$ cat src/rtl/io_seg_pwr_seq.sv
`default_nettype none
// +----------------------------------------------------------------------------+
// | Module      : io_seg_pwr_seq                                                |
// | Description : Power-up / power-down sequencer for IO ring segments. Each    |
// |               segment's supply-good is synchronised and debounced. The pad  |
// |               isolation is then released and the pad drivers enabled. One   |
// |               segment is sequenced at a time in round-robin order, with a   |
// |               stagger gap between grants to limit inrush. Request drops     |
// |               and supply loss are handled per segment, concurrently with    |
// |               the sequencer.                                                |
// | Ports       : clk, rst           - clock, synchronous active-high reset     |
// |               seg_req_i          - per-segment power/enable request (level) |
// |               pwr_ok_async_i     - per-segment supply-good, async to clk    |
// |               fault_clr_i        - pulse, clears all sticky fault bits      |
// |               seg_iso_o          - pad isolation (1 = isolated)             |
// |               seg_en_o           - pad driver enable                        |
// |               fault_o            - sticky supply-lost-while-active flag     |
// |               busy_o             - sequencer not idle                       |
// |               grant_idx_o        - segment being sequenced (valid w/ busy)  |
// | Revision    : 1.0 - initial release                                         |
// +----------------------------------------------------------------------------+
module io_seg_pwr_seq #(
   parameter int N_SEG       = 4,
   parameter int SYNC_STAGES = 2,
   parameter int DEB_CNT     = 100,
   parameter int STAGGER     = 16,
   parameter int CNT_W       = 8,
   localparam int IDX_W      = (N_SEG > 1) ? $clog2(N_SEG) : 1
) (
   input  logic             clk,
   input  logic             rst,
   input  logic [N_SEG-1:0] seg_req_i,
   input  logic [N_SEG-1:0] pwr_ok_async_i,
   input  logic             fault_clr_i,
   output logic [N_SEG-1:0] seg_iso_o,
   output logic [N_SEG-1:0] seg_en_o,
   output logic [N_SEG-1:0] fault_o,
   output logic             busy_o,
   output logic [IDX_W-1:0] grant_idx_o
);

   localparam logic [CNT_W-1:0] C_DEB_LAST = CNT_W'(DEB_CNT - 1);
   localparam logic [CNT_W-1:0] C_GAP_LAST = CNT_W'(STAGGER - 1);

   typedef enum logic [2:0] {
      ST_IDLE     = 3'd0,
      ST_DEBOUNCE = 3'd1,
      ST_RELEASE  = 3'd2,
      ST_ENABLE   = 3'd3,
      ST_GAP      = 3'd4
   } state_t;

   // Synchroniser chain; stage SYNC_STAGES-1 is the clean pwr_ok.
   logic [SYNC_STAGES-1:0][N_SEG-1:0] sync_q;
   logic [N_SEG-1:0]                  pwr_ok_s;

   state_t           state_q;
   logic [CNT_W-1:0] cnt_q;
   logic [IDX_W-1:0] grant_q;
   logic [IDX_W-1:0] rr_q;
   logic             busy_q;
   logic [N_SEG-1:0] iso_q;
   logic [N_SEG-1:0] en_q;
   logic [N_SEG-1:0] fault_q;
   logic [N_SEG-1:0] active_q;
   // Second cycle of a normal power-down: drivers already off, isolation next.
   logic [N_SEG-1:0] pd_q;

   logic [N_SEG-1:0] elig;
   logic             pick_found_d;
   logic [IDX_W-1:0] pick_idx_d;
   logic [IDX_W-1:0] cand;
   logic             abort_g;

   assign pwr_ok_s = sync_q[SYNC_STAGES-1];
   assign elig     = seg_req_i & pwr_ok_s & ~active_q & ~fault_q;
   // Granted segment lost its supply or its request.
   assign abort_g  = !pwr_ok_s[grant_q] || !seg_req_i[grant_q];

   function automatic logic [IDX_W-1:0] next_idx(input logic [IDX_W-1:0] g);
      return (int'(g) == N_SEG - 1) ? '0 : g + 1'b1;
   endfunction

   // Round-robin pick: first eligible segment at or after rr_q, wrapping.
   always_comb begin
      pick_found_d = 1'b0;
      pick_idx_d   = '0;
      cand         = '0;
      for (int j = 0; j < N_SEG; j++) begin
         cand = IDX_W'((int'(rr_q) + j) % N_SEG);
         if (!pick_found_d && elig[cand]) begin
            pick_found_d = 1'b1;
            pick_idx_d   = cand;
         end
      end
   end

   always_ff @(posedge clk) begin
      if (rst) begin
         sync_q <= '0;
      end else begin
         sync_q[0] <= pwr_ok_async_i;
         for (int s = 1; s < SYNC_STAGES; s++) begin
            sync_q[s] <= sync_q[s-1];
         end
      end
   end

   // Sequencer FSM together with the per-segment power-down / supply-loss
   // handling. The FSM only touches the granted segment while it is not yet
   // active, and the per-segment logic only touches active segments, so the
   // two never write the same bit in the same cycle.
   always_ff @(posedge clk) begin
      if (rst) begin
         state_q  <= ST_IDLE;
         cnt_q    <= '0;
         grant_q  <= '0;
         rr_q     <= '0;
         busy_q   <= 1'b0;
         iso_q    <= '1;
         en_q     <= '0;
         fault_q  <= '0;
         active_q <= '0;
         pd_q     <= '0;
      end else begin
         for (int i = 0; i < N_SEG; i++) begin
            // A fault set below overrides the clear for the same bit.
            fault_q[i] <= fault_q[i] & ~fault_clr_i;
            if (active_q[i] && !pwr_ok_s[i]) begin
               en_q[i]     <= 1'b0;
               iso_q[i]    <= 1'b1;
               active_q[i] <= 1'b0;
               fault_q[i]  <= 1'b1;
               pd_q[i]     <= 1'b0;
            end else if (pd_q[i]) begin
               // Completes even if the request has returned meanwhile.
               iso_q[i]    <= 1'b1;
               active_q[i] <= 1'b0;
               pd_q[i]     <= 1'b0;
            end else if (active_q[i] && !seg_req_i[i]) begin
               en_q[i]     <= 1'b0;
               pd_q[i]     <= 1'b1;
            end
         end

         case (state_q)
            ST_IDLE: begin
               if (pick_found_d) begin
                  grant_q <= pick_idx_d;
                  cnt_q   <= '0;
                  busy_q  <= 1'b1;
                  state_q <= ST_DEBOUNCE;
               end
            end
            ST_DEBOUNCE: begin
               if (abort_g) begin
                  rr_q    <= next_idx(grant_q);
                  busy_q  <= 1'b0;
                  state_q <= ST_IDLE;
               end else if (cnt_q == C_DEB_LAST) begin
                  state_q <= ST_RELEASE;
               end else begin
                  cnt_q <= cnt_q + 1'b1;
               end
            end
            ST_RELEASE: begin
               if (abort_g) begin
                  iso_q[grant_q] <= 1'b1;
                  rr_q           <= next_idx(grant_q);
                  busy_q         <= 1'b0;
                  state_q        <= ST_IDLE;
               end else begin
                  iso_q[grant_q] <= 1'b0;
                  state_q        <= ST_ENABLE;
               end
            end
            ST_ENABLE: begin
               en_q[grant_q]     <= 1'b1;
               active_q[grant_q] <= 1'b1;
               cnt_q             <= '0;
               state_q           <= ST_GAP;
            end
            ST_GAP: begin
               if (cnt_q == C_GAP_LAST) begin
                  rr_q    <= next_idx(grant_q);
                  busy_q  <= 1'b0;
                  state_q <= ST_IDLE;
               end else begin
                  cnt_q <= cnt_q + 1'b1;
               end
            end
            default: begin
               busy_q  <= 1'b0;
               state_q <= ST_IDLE;
            end
         endcase
      end
   end

   assign seg_iso_o   = iso_q;
   assign seg_en_o    = en_q;
   assign fault_o     = fault_q;
   assign busy_o      = busy_q;
   assign grant_idx_o = grant_q;

endmodule
`default_nettype wire

$ cat config.mk
export PLATFORM = sky130hd
export DESIGN_NAME = io_seg_pwr_seq
export DESIGN_NICKNAME = d
export VERILOG_FILES = /design/src/rtl/io_seg_pwr_seq.sv
export SDC_FILE = /design/constraint.sdc
export NUM_CORES = 1
export LEC_CHECK = 0
export BUFFER_PORTS_ARGS = -buffer_cell sky130_fd_sc_hd__buf_4
export CORE_MARGIN = 1
export CORE_UTILIZATION = 25
export DETAILED_ROUTE_END_ITERATION = 16
export GPL_TIMING_DRIVEN = 0
export RECOVER_POWER = 50
export SYNTH_ARGS = -nofsm -noshare
export SYNTH_HDL_FRONTEND = slang
export SYNTH_SLANG_ARGS = --single-unit
$ cat constraint.sdc
create_clock -name clk -period 2.47 [get_ports clk]
set_input_delay 0.247 -clock clk [delete_from_list [all_inputs] [get_ports clk]]
set_output_delay 0.247 -clock clk [all_outputs]
set_load 0.03 [all_outputs]
==> summary.txt, run 1 <==
Status
  – Status: completed

STA
  – Worst relative slew slack: 49.7%
  – Sum Neg Setup Slack: 0 ns
  – RSZ-0062 raised after global routing: true
  – Min Clock Period, post-route: 2.39 ns
  – Final hold vios: 0
  – Final Skew: between 0.005 and 0.006 ns
  – Final setup viols: 0
  – Final Cycle Share: 96.9%
  – Slew of the pin with the lowest slew margin: about 0.74 ns
  – Peak Freq: about 420 MHz
  – Slew Limit Fails: 0

Clock network
  – Buffer levels on the longest clock path: 2
  – Worst-Skew Late Latency: 0.30 ns
  – CTS Sinks: 44
  – CTS tree: yes
  – Root Buffer: clkbuf_8
  – Clock Pin Slew Worst Setup and Hold Paths: 0.09 ns
  – Postcts setup bufs: 0
  – Hold_buf cts: 0
  – CTS Buf Count: 5
  – # H-tree levels: 2

Detailed routing
  – Via count: 1928
  – Routed Antenna Nets: 0
  – Vias per cell: 5.02
  – Wire per inst: 13.5 um
  – Routed wire length: roughly 5200 um
  – DRT iter0 DRCs: 163
  – DRC: 0
  – Drt first pass iters: 6

Place
  – Cell count after placement: 376
  – IO buf count: 25
  – Post-DP HPWL: between 3000 and 4000 um
  – Placer Congestion: 0.813

Worst setup path
  – Crit start category: register
  – FF-to-FF Start: cnt_q[1]
  – Worst Setup SP: cnt_q[1]
  – Crit Path Max Fanout: 7
  – FF-to-FF End: cnt_q[5]
  – Worst reg-to-reg setup slack: around 0.076 ns
  – WS Path Type: register to register
  – Setup crit end: cnt_q[5]
  – Critical Path RT: 2.66 ns
  – Reg2reg path depth: 7
  – Crit path DAT: 2.59 ns
  – Crit. End Element: register

Global route
  – Met3 usage: 2.35%
  – Initial antenna violation count: 0
  – M1 GR Usage: ~17%
  – Largest net degree at the start of global routing: 16
  – Vias in the first global route: 1871
  – Total congestion overflow: 0
  – Most crowded layer after global routing: met2
  – Met2 Use GR: 20.0%
  – Tot GR Track Use: 12.9%
  – First-pass GRT wire length: 8850 um

Synthesis
  – Cell Area, Synth: 2120 um2
  – Yosys cell types: 44
  – Number of flops mapped to enable cells by yosys: 0
  – Yosys warns: 0
  – Synth Register Bits: 44
  – Seq/Total Area, Yosys: between 40 and 50%
  – Async SR Flop Fraction: 0%
  – Syn avg cell area: 8.61 um2
  – Syn nets: about 260
  – Dominant synthesized flop cell: dfxtp_1
  – Synthesized instance count: 246

Floorplan
  – Initial Utilization: roughly a quarter
  – IO Count: 26
  – Die W: 94.1 um
  – Core area: 8220 um2
  – Die Y-Extent: between 90 and 100 um
  – # rows: 33
  – Die area: 8850 um2

Pwr
  – Sequential power share: 51.8%
  – Cell internal pwr: approximately 1.1 mW
  – Clock share of power: 40.0%
  – P_sw: between 0.3 and 0.4 mW
  – Lkg Pwr: 0.838 nW
  – PwrDens: approximately 560 nW/um2
  – Gate power share: under 10%
  – Maximum VDD drop: 235 uV
  – Switching power share of the total: around a quarter

Final layout
  – N_diodes: 0
  – Layout Nets: a little under 300
  – Area grow syn2layout: 20.0%
  – Final Non-Filler Cells: around 380
  – Fraction of layout cells with a size suffix above 1: 10.8%
  – Final core occ: 30.9%

Worst hold path
  – Tightest Hold Check Type: input port to register

Job
  – Max-Cap Viols: 0
## routing by layer
metal	vias up	share of wire (%)	wire length (um)
li1	961	-	-
met1	904	48	2510
met2	56	45	2330
met3	7	5.3	275
met4	0	1.7	89
met5	-	0	0
## layout make-up
class                           instances  area (um2)
Buffer                                 11        46.3
Tap cell                              105         131
Timing Repair Buffer                   25         131
Fill cell                             894        5670
Inverter                                7        26.3
Multi-Input combinational cell        184        1210
Clock buffer                            5        68.8
Sequential cell                        44         886
Clock inverter                          3        46.3
## state kept, by name (all words and copies together), names as in the netlist
signal       count
busy_o           1
pwr_ok_s         4
seg_en_o         4
cnt_q            8
seg_iso_o        4
sync_q           4
grant_idx_o      2
state_q          3
rr_q             2
active_q         4
pd_q             4
fault_o          4
## synthesized netlist by cell type, types with 3 or more instances
library cell  number  share of area (%)
nand2b_1           9                2.7
nand4_1            3               0.89
nand3_1            3               0.71
mux2i_1            8                3.8
a21oi_1           22                5.2
nor4_1             5                1.5
nor2b_1           12                3.5
nor3_1             9                2.1
ha_1               5                3.0
nor4bb_1           4                1.9
o21ai_0           11                2.6
clkbuf_1           6                1.1
dfxtp_1           44                 42
nor2_1            20                3.5
buf_1              3               0.53
or4bb_1            3                1.6
inv_1              7                1.2
or3_1              4                1.2
nand2_1           31                5.5
a311o_1            5                2.4
a22oi_1            4                1.4
## cells by family after synthesis
| group | synth area share [%] |
|---|---|
| AO/OA/AOI/OAI | 19.1 |
| adder cells (fa/ha/maj) | 2.95 |
| buffers and inverters | 3.43 |
| flip-flops | 41.6 |
| multiplexers | 4.84 |
| AND/OR/NAND/NOR | 28.1 |
## worst min-delay path by stage
stage,from,end,cells after the start
global route,seg_req_i[0],pd_q[0],2
detailed placement,sync_q[3],pwr_ok_s[3],1
global placement,sync_q[0],pwr_ok_s[0],1
finish,seg_req_i[0],pd_q[0],2
CTS,seg_req_i[0],pd_q[0],2
floorplan,seg_req_i[0],pd_q[0],1
## power by group through the flow
stage | sequential [mW] | clock [mW] | combinational [mW]
CTS | 0.735 | 0.583 | 0.116
finish | 0.736 | 0.568 | 0.116
detailed placement | 0.751 | 0 | 0.114
floorplan | 0.751 | 0 | 0.0707
global route | 0.738 | 0.612 | 0.131
global placement | 0.750 | 0 | 0.113
## worst max-delay path, stage by stage (launching register included)
cell and delay (ns):
dfxtp_2 0.40, ha_4 0.17, or3b_4 0.38, or4_1 0.47, buf_2 0.18, a311oi_4 0.38, a21oi_1 0.17, mux2i_1 0.14
## per-stage QoR
stage	power [mW]	hold slack (ns)	instance area, um2	setup WS, ns
finish	1.42	0.131	2540	0.0759
global route	1.48	0.130	2540	-0.0323
CTS	1.43	0.124	2560	0.00800
detailed placement	0.865	0.430	2440	-0.0480
global placement	0.864	0.426	2440	-0.0415
floorplan	0.822	0.324	2120	0.172
## timing repair
item,in CTS,in global routing
hold endpoints to repair,0,0
pin swaps,1,1
endpoints found under the setup margin,7,9
gates resized for setup,4,6
## cells in the final DEF, fill, tap and decap left out, types with 3 or more instances in the layout
cell	Yosys	layout
a21oi_1	22	21
a22oi_1	4	4
a311o_1	5	5
buf_4	1	11
clkbuf_1	6	23
clkbuf_8	0	5
dfxtp_1	44	42
ha_1	5	4
inv_1	7	7
mux2i_1	8	8
nand2_1	31	31
nand2b_1	9	9
nand3_1	3	3
nand4_1	3	3
nor2_1	20	20
nor2b_1	12	12
nor3_1	9	9
nor4_1	5	5
nor4bb_1	4	4
o21ai_0	11	11
or3_1	4	4
or4bb_1	3	3
(Power assumes the default switching activity.)
==> inputs of run 2 (changes only) <==
--- a/config.mk
+++ b/config.mk
@@ -11,6 +11,7 @@
 export DETAILED_ROUTE_END_ITERATION = 16
 export GPL_TIMING_DRIVEN = 0
 export RECOVER_POWER = 50
+export SETUP_SLACK_MARGIN = 0.4
 export SYNTH_ARGS = -nofsm -noshare
 export SYNTH_HDL_FRONTEND = slang
 export SYNTH_SLANG_ARGS = --single-unit
==> run 2 against run 1 <==
  * Cell area grew 3.8%
  * Via count is essentially flat
  * Core utilization grew 1.2 points
  * Clock skew grew 0.0041 ns
  * Sequential share of layout area shrank 0.86 points
  * Critical path depth is the same
  * Flip-flop and latch count is the same
  * Hold slack gained 0.0061 ns
  * Maximum frequency grew 11%
  * Critical endpoint is now cnt_q[2]
==> summary.txt, run 2 (synthesis results as in run 1) <==
Status
  – Status: completed

Floorplan
  – Die W: 94.1 um (unchanged)
  – Core area: 8220 um2 (unchanged)
  – Initial Utilization: 25.8% (unchanged)
  – # rows: 33 (unchanged)
  – IO Count: 26 (unchanged)
  – Die Y-Extent: 94.1 um (unchanged)
  – Die area: 8850 um2 (unchanged)

Clock network
  – CTS Buf Count: 5 (unchanged)
  – CTS tree: yes
  – CTS Sinks: 44 (unchanged)
  – # H-tree levels: 2 (unchanged)
  – Clock Pin Slew Worst Setup and Hold Paths: 0.09 ns (about the same)
  – Worst-Skew Late Latency: 0.30 ns (about the same)
  – Buffer levels on the longest clock path: 2 (unchanged)
  – Root Buffer: clkbuf_8

Global route
  – Initial antenna violation count: 0 (unchanged)
  – First-pass GRT wire length: 8370 um (-5.5%)
  – Largest net degree at the start of global routing: 14 (-2)
  – Tot GR Track Use: 12.2% (-0.62 points)
  – Total congestion overflow: 0 (unchanged)
  – Vias in the first global route: 1781 (-4.8%)

Final layout
  – Most frequent cells in the layout: dfxtp_1, nand2_1, clkbuf_1, nor2_1
  – Biggest register: cnt_q
  – Commonest non-fill, non-tap cell in the layout: dfxtp_1
  – Max reg flops: 8 (unchanged)
  – Fraction of layout cells with a size suffix above 1: 17.4% (+6.7 points)
  – Filler cells: 867 (-3.0%)
  – Area grow syn2layout: 24.6%
  – N_diodes: 0 (unchanged)
  – Layout Nets: 303 (+3.1%)

Detailed routing
  – Via count: 1927 (-0.052%)
  – DRC: 0 (unchanged)
  – Routed Antenna Nets: 0 (unchanged)
  – Vias per cell: 4.92 (-2.1%)
  – DRT iter0 DRCs: 92 (-44%)
  – Routed wire length: 5300 um (+1.8%)
  – Wire per inst: 13.5 um (-0.29%)
  – Drt first pass iters: 4 (-2)

STA
  – Slew Limit Fails: 0 (unchanged)
  – Worst relative slew slack: 43.2% (-6.5 points)
  – Slew of the pin with the lowest slew margin: 0.841 ns (+0.0962 ns)
  – Final hold vios: 0 (unchanged)
  – Hold Worst Slack: 0.137 ns (+0.00606 ns)
  – Final setup viols: 0 (unchanged)
  – Min Clock Period, post-route: 2.16 ns (-0.235 ns)
  – Sum Neg Setup Slack: 0 ns (unchanged)
  – Final Skew: 0.00942 ns (+0.00414 ns)
  – RSZ-0062 raised after global routing: true
  – Final Cycle Share: 87.4% (-9.5 points)
  – Peak Freq: 463 MHz (+11%)

Job
  – Max-Cap Viols: 0 (unchanged)

Worst setup path
  – WS Path Type: register to register
  – Crit Path Max Fanout: 5 (-2)
  – Critical Path RT: 2.70 ns (+0.04 ns)
  – Crit start category: register
  – Crit path DAT: 2.39 ns (-0.20 ns)
  – Crit. End Element: register
  – FF-to-FF Start: cnt_q[0]
  – Worst Setup SP: cnt_q[0]

Pwr
  – PwrDens: 493 nW/um2 (-12%)
  – Gate power share: 10.2% (+2.0 points)
  – P_sw: 0.330 mW (-4.5%)
  – Maximum VDD drop: 183 uV (-22%)
  – Clock share of power: 33.5% (-6.5 points)
  – Cell internal pwr: 0.971 mW (-9.6%)
  – Switching power share of the total: 25.4% (+1.0 points)
  – Lkg Pwr: 0.881 nW (+5.1%)
  – Sequential power share: 56.3% (+4.5 points)

Place
  – Placer Congestion: 0.808 (-0.62%)
  – IO buf count: 25 (unchanged)
  – Post-DP HPWL: 3700 um (-0.48%)

Worst hold path
  – Tightest Hold Check Type: input port to register
  – Hold_sp: seg_req_i[2]
run 2: critical path, cell delays in order (launching register included):
cell and delay, ns:
dfxtp_4 0.36, ha_4 0.13, or3b_4 0.37, or4_4 0.43, buf_6 0.15, a311o_1 0.30, o21ai_2 0.17, mux2i_1 0.19
run 2: power groups by stage:
stage / Clock (mW) / Combinational (mW) / Sequential (mW)
floorplan: 0 / 0.0710 / 0.752
global placement: 0 / 0.113 / 0.750
detailed placement: 0 / 0.115 / 0.751
CTS: 0.456 / 0.130 / 0.732
global route: 0.482 / 0.145 / 0.735
finish: 0.436 / 0.132 / 0.732
run 2: routing by layer:
layer	part of all wire, %	global-route usage (%)	up-vias
met3	4.9	2.67	5
met4	1.2	4.49	0
met2	47	20.1	53
met1	47	15.6	900
li1	-	-	969
met5	0	0	-
run 2: per-stage QoR:
step / instances / cell area [um2] / setup slack (ns) / utilization (%) / power (mW)
after global routing: 392 / 2640 / 0.222 / 32.1 / 1.36
final: 392 / 2640 / 0.311 / 32.1 / 1.30
after floorplan: 246 / 2150 / 0.400 / - / 0.823
after CTS: 391 / 2670 / 0.279 / 32.4 / 1.32
after detailed placement: 376 / 2460 / 0.145 / 30.0 / 0.865
after global placement: 376 / 2460 / 0.115 / 30.0 / 0.863
run 2: final timing paths:
path	to	slack (ns)	cells after the start
worst max-delay path	cnt_q[2]	0.31	7
worst min register to register	pwr_ok_s[1]	0.44	1
worst min-delay path	pd_q[2]	0.14	2
worst max register to register	cnt_q[2]	0.31	7
run 2: repair_timing:
item                                    CTS  global route
setup buffers                             8             1
hold buffers                              0             0
hold endpoints to repair                  0             0
pin swaps                                 7             5
endpoints found under the setup margin   10            12
gates resized for setup                  13            12
run 2: layout make-up:
type / count / area (um2) / share of cell area [%]
Clock inverter: 2 / 11.3 / 0.427
Timing Repair Buffer: 34 / 203 / 7.68
Clock buffer: 5 / 68.8 / 2.61
Buffer: 11 / 53.8 / 2.04
Tap cell: 105 / 131 / 4.98
Sequential cell: 44 / 897 / 34.0
Multi-Input combinational cell: 184 / 1250 / 47.3
Inverter: 7 / 26.3 / 0.995
==> inputs of run 3 (changes only) <==
--- a/config.mk
+++ b/config.mk
@@ -5,7 +5,8 @@
 export SDC_FILE = /design/constraint.sdc
 export NUM_CORES = 1
 export LEC_CHECK = 0
-export BUFFER_PORTS_ARGS = -buffer_cell sky130_fd_sc_hd__buf_4
+export BUFFER_PORTS_ARGS = -buffer_cell sky130_fd_sc_hd__buf_2
+export CORE_ASPECT_RATIO = 1.4
 export CORE_MARGIN = 1
 export CORE_UTILIZATION = 25
 export DETAILED_ROUTE_END_ITERATION = 16
==> run 3 against run 2 <==
  * Clock power up 46%
  * Global-route usage up 0.43 points
  * Count of clock-buffer cells in the layout up 1
  * Hold slack better by 0.035 ns
  * Routed wire length up 1.9%
  * Combinational power down 3%
==> summary.txt, run 3 (synthesis results as in run 1) <==
Worst hold path
  – Hold_sp: pwr_ok_async_i[3]
  – Tightest Hold Check Type: input port to register

Detailed routing
  – DRC: 0 (unchanged)
  – Vias per cell: 5.07 (+3.2%)
  – Routed wire length: 5400 um (+1.9%)
  – Routed Antenna Nets: 0 (unchanged)
  – Wire per inst: 13.9 um (+3.3%)
  – DRT iter0 DRCs: 68 (-26%)
  – Drt first pass iters: 4 (unchanged)
  – Via count: 1964 (+1.9%)

STA
  – RSZ-0062 raised after global routing: true
  – Peak Freq: 460 MHz (-0.75%)
  – Min Clock Period, post-route: 2.17 ns (+0.0163 ns)
  – Final setup viols: 0 (unchanged)
  – Slew of the pin with the lowest slew margin: 0.753 ns (-0.0873 ns)
  – Final Cycle Share: 88.1% (+0.66 points)
  – Final Skew: 0.00470 ns (-0.00472 ns)
  – Sum Neg Setup Slack: 0 ns (unchanged)
  – Worst relative slew slack: 49.1% (+5.9 points)
  – Final hold vios: 0 (unchanged)
  – Slew Limit Fails: 0 (unchanged)

Place
  – Cell count after placement: 373 (-0.80%)
  – Placed cell area: 2400 um2 (-2.7%)
  – Placer Congestion: 0.855 (+5.8%)
  – Post-DP HPWL: 3950 um (+6.8%)
  – IO buf count: 25 (unchanged)

Final layout
  – Biggest register: cnt_q
  – Area grow syn2layout: 25.8%
  – Multi-input logic area: 1270 um2 (+1.8%)
  – Max reg flops: 8 (unchanged)
  – N_diodes: 0 (unchanged)
  – Layout Nets: 300 (-0.99%)
  – Final Non-Filler Cells: 387 (-1.3%)
  – Fraction of layout cells with a size suffix above 1: 15.4% (-2.0 points)
  – Filler cells: 874 (+0.81%)
  – Final instance area: 2660 um2 (+0.90%)
  – Commonest non-fill, non-tap cell in the layout: dfxtp_1
  – FF+latch area: 891 um2 (-0.70%)
  – Most frequent cells in the layout: dfxtp_1, nand2_1, clkbuf_1, nor2_1, a21oi_1

Floorplan
  – IO Count: 26 (unchanged)
  – Die W: 79.8 um (-15%)
  – Core area: 8200 um2 (-0.23%)
  – Initial Utilization: 25.8% (+0.059 points)
  – Die area: 8850 um2 (about the same)
  – # rows: 39 (+18%)
  – Die Y-Extent: 111 um (+18%)

Worst setup path
  – Critical Path RT: 2.67 ns (-0.03 ns)
  – Worst Setup SP: cnt_q[0]
  – Crit. End Element: register
  – WS Path Type: register to register
  – Crit start category: register
  – Crit Path Max Fanout: 7 (+2)
  – Crit path DAT: 2.38 ns (about the same)
  – FF-to-FF Start: cnt_q[0]

Global route
  – Total congestion overflow: 0 (unchanged)
  – First-pass GRT wire length: 8600 um (+2.8%)
  – Tot GR Track Use: 12.7% (+0.43 points)
  – Vias in the first global route: 1873 (+5.2%)
  – Largest net degree at the start of global routing: 14 (unchanged)
  – Initial antenna violation count: 0 (unchanged)

Clock network
  – Clock Pin Slew Worst Setup and Hold Paths: 0.06 ns (-0.03 ns)
  – Buffer levels on the longest clock path: 2 (unchanged)
  – Worst-Skew Late Latency: 0.28 ns (-0.02 ns)
  – Root Buffer: clkbuf_16
  – Hold_buf cts: 0 (unchanged)
  – CTS tree: yes
  – CTS Buf Count: 5 (unchanged)
  – CTS Sinks: 44 (unchanged)
  – # H-tree levels: 2 (unchanged)

Pwr
  – PwrDens: 563 nW/um2 (+14%)
  – Total design power: 1.50 mW (+15%)
  – Lkg Pwr: 0.884 nW (+0.31%)
  – Maximum VDD drop: 358 uV (+96%)

Job
  – Max-Cap Viols: 0 (unchanged)

Status
  – Status: completed
-- run 3: changes by cell type in the layout (fill, tap and decap cells not counted), moves of 3 or more --
| cell | previous run | this run |
|---|---|---|
| buf_4 | 17 | 6 |
| buf_2 | 1 | 9 |
| clkbuf_16 | 0 | 5 |
| clkbuf_8 | 5 | 0 |
| dfxtp_1 | 37 | 40 |
-- run 3: worst paths after layout --
check	slack [ns]	cells after the start	to
max	0.30	8	cnt_q[0]
min	0.17	2	sync_q[3]
max reg2reg	0.30	8	cnt_q[0]
min reg2reg	0.44	1	pwr_ok_s[3]
-- run 3: layout make-up --
cell class	instances	area share (%)
inverter	7	0.986
timing repair buffer	31	5.78
multi-input combinational	184	47.7
tap	102	4.79
clock inverter	2	0.423
clock buffer	6	4.84
sequential	44	33.4
buffer	11	2.02
-- run 3: repair_timing --
item                                    CTS  global route
buffers inserted                          5             1
endpoints found under the setup margin    9            11
resized for setup                         8            13
pin swaps                                 3             8
-- run 3: through the flow --
step | hold slack, ns | util [%] | worst slack [ns]
floorplan | 0.324 | - | 0.400
global placement | 0.419 | 29.3 | 0.158
detailed placement | 0.430 | 29.3 | 0.130
CTS | 0.171 | 32.0 | 0.263
global route | 0.178 | 32.5 | 0.222
finish | 0.171 | 32.5 | 0.295
-- run 3: critical path, cell delays in order (launching register included) --
cell      delay [ns]
dfxtp_4         0.36
ha_4            0.13
or3b_4          0.40
or4_4           0.43
buf_6           0.14
a311oi_4        0.21
buf_6           0.20
a21boi_0        0.09
nor3_1          0.14
-- run 3: power by group --
group | switching [mW] | internal [mW] | leakage, nW
clock network | 0.267 | 0.371 | 0.0645
logic | 0.0764 | 0.0513 | 0.460
registers | 0.0126 | 0.722 | 0.359
total | 0.356 | 1.14 | 0.884
-- run 3: per-layer routing --
| layer | global-route usage [%] | up-vias | wire length (um) |
|---|---|---|---|
| met3 | 2.72 | 13 | 183 |
| met4 | 6.43 | 0 | 175 |
| met1 | 13.3 | 935 | 2250 |
| li1 | - | 975 | - |
| met5 | 0 | - | 0 |
| met2 | 23.0 | 41 | 2790 |
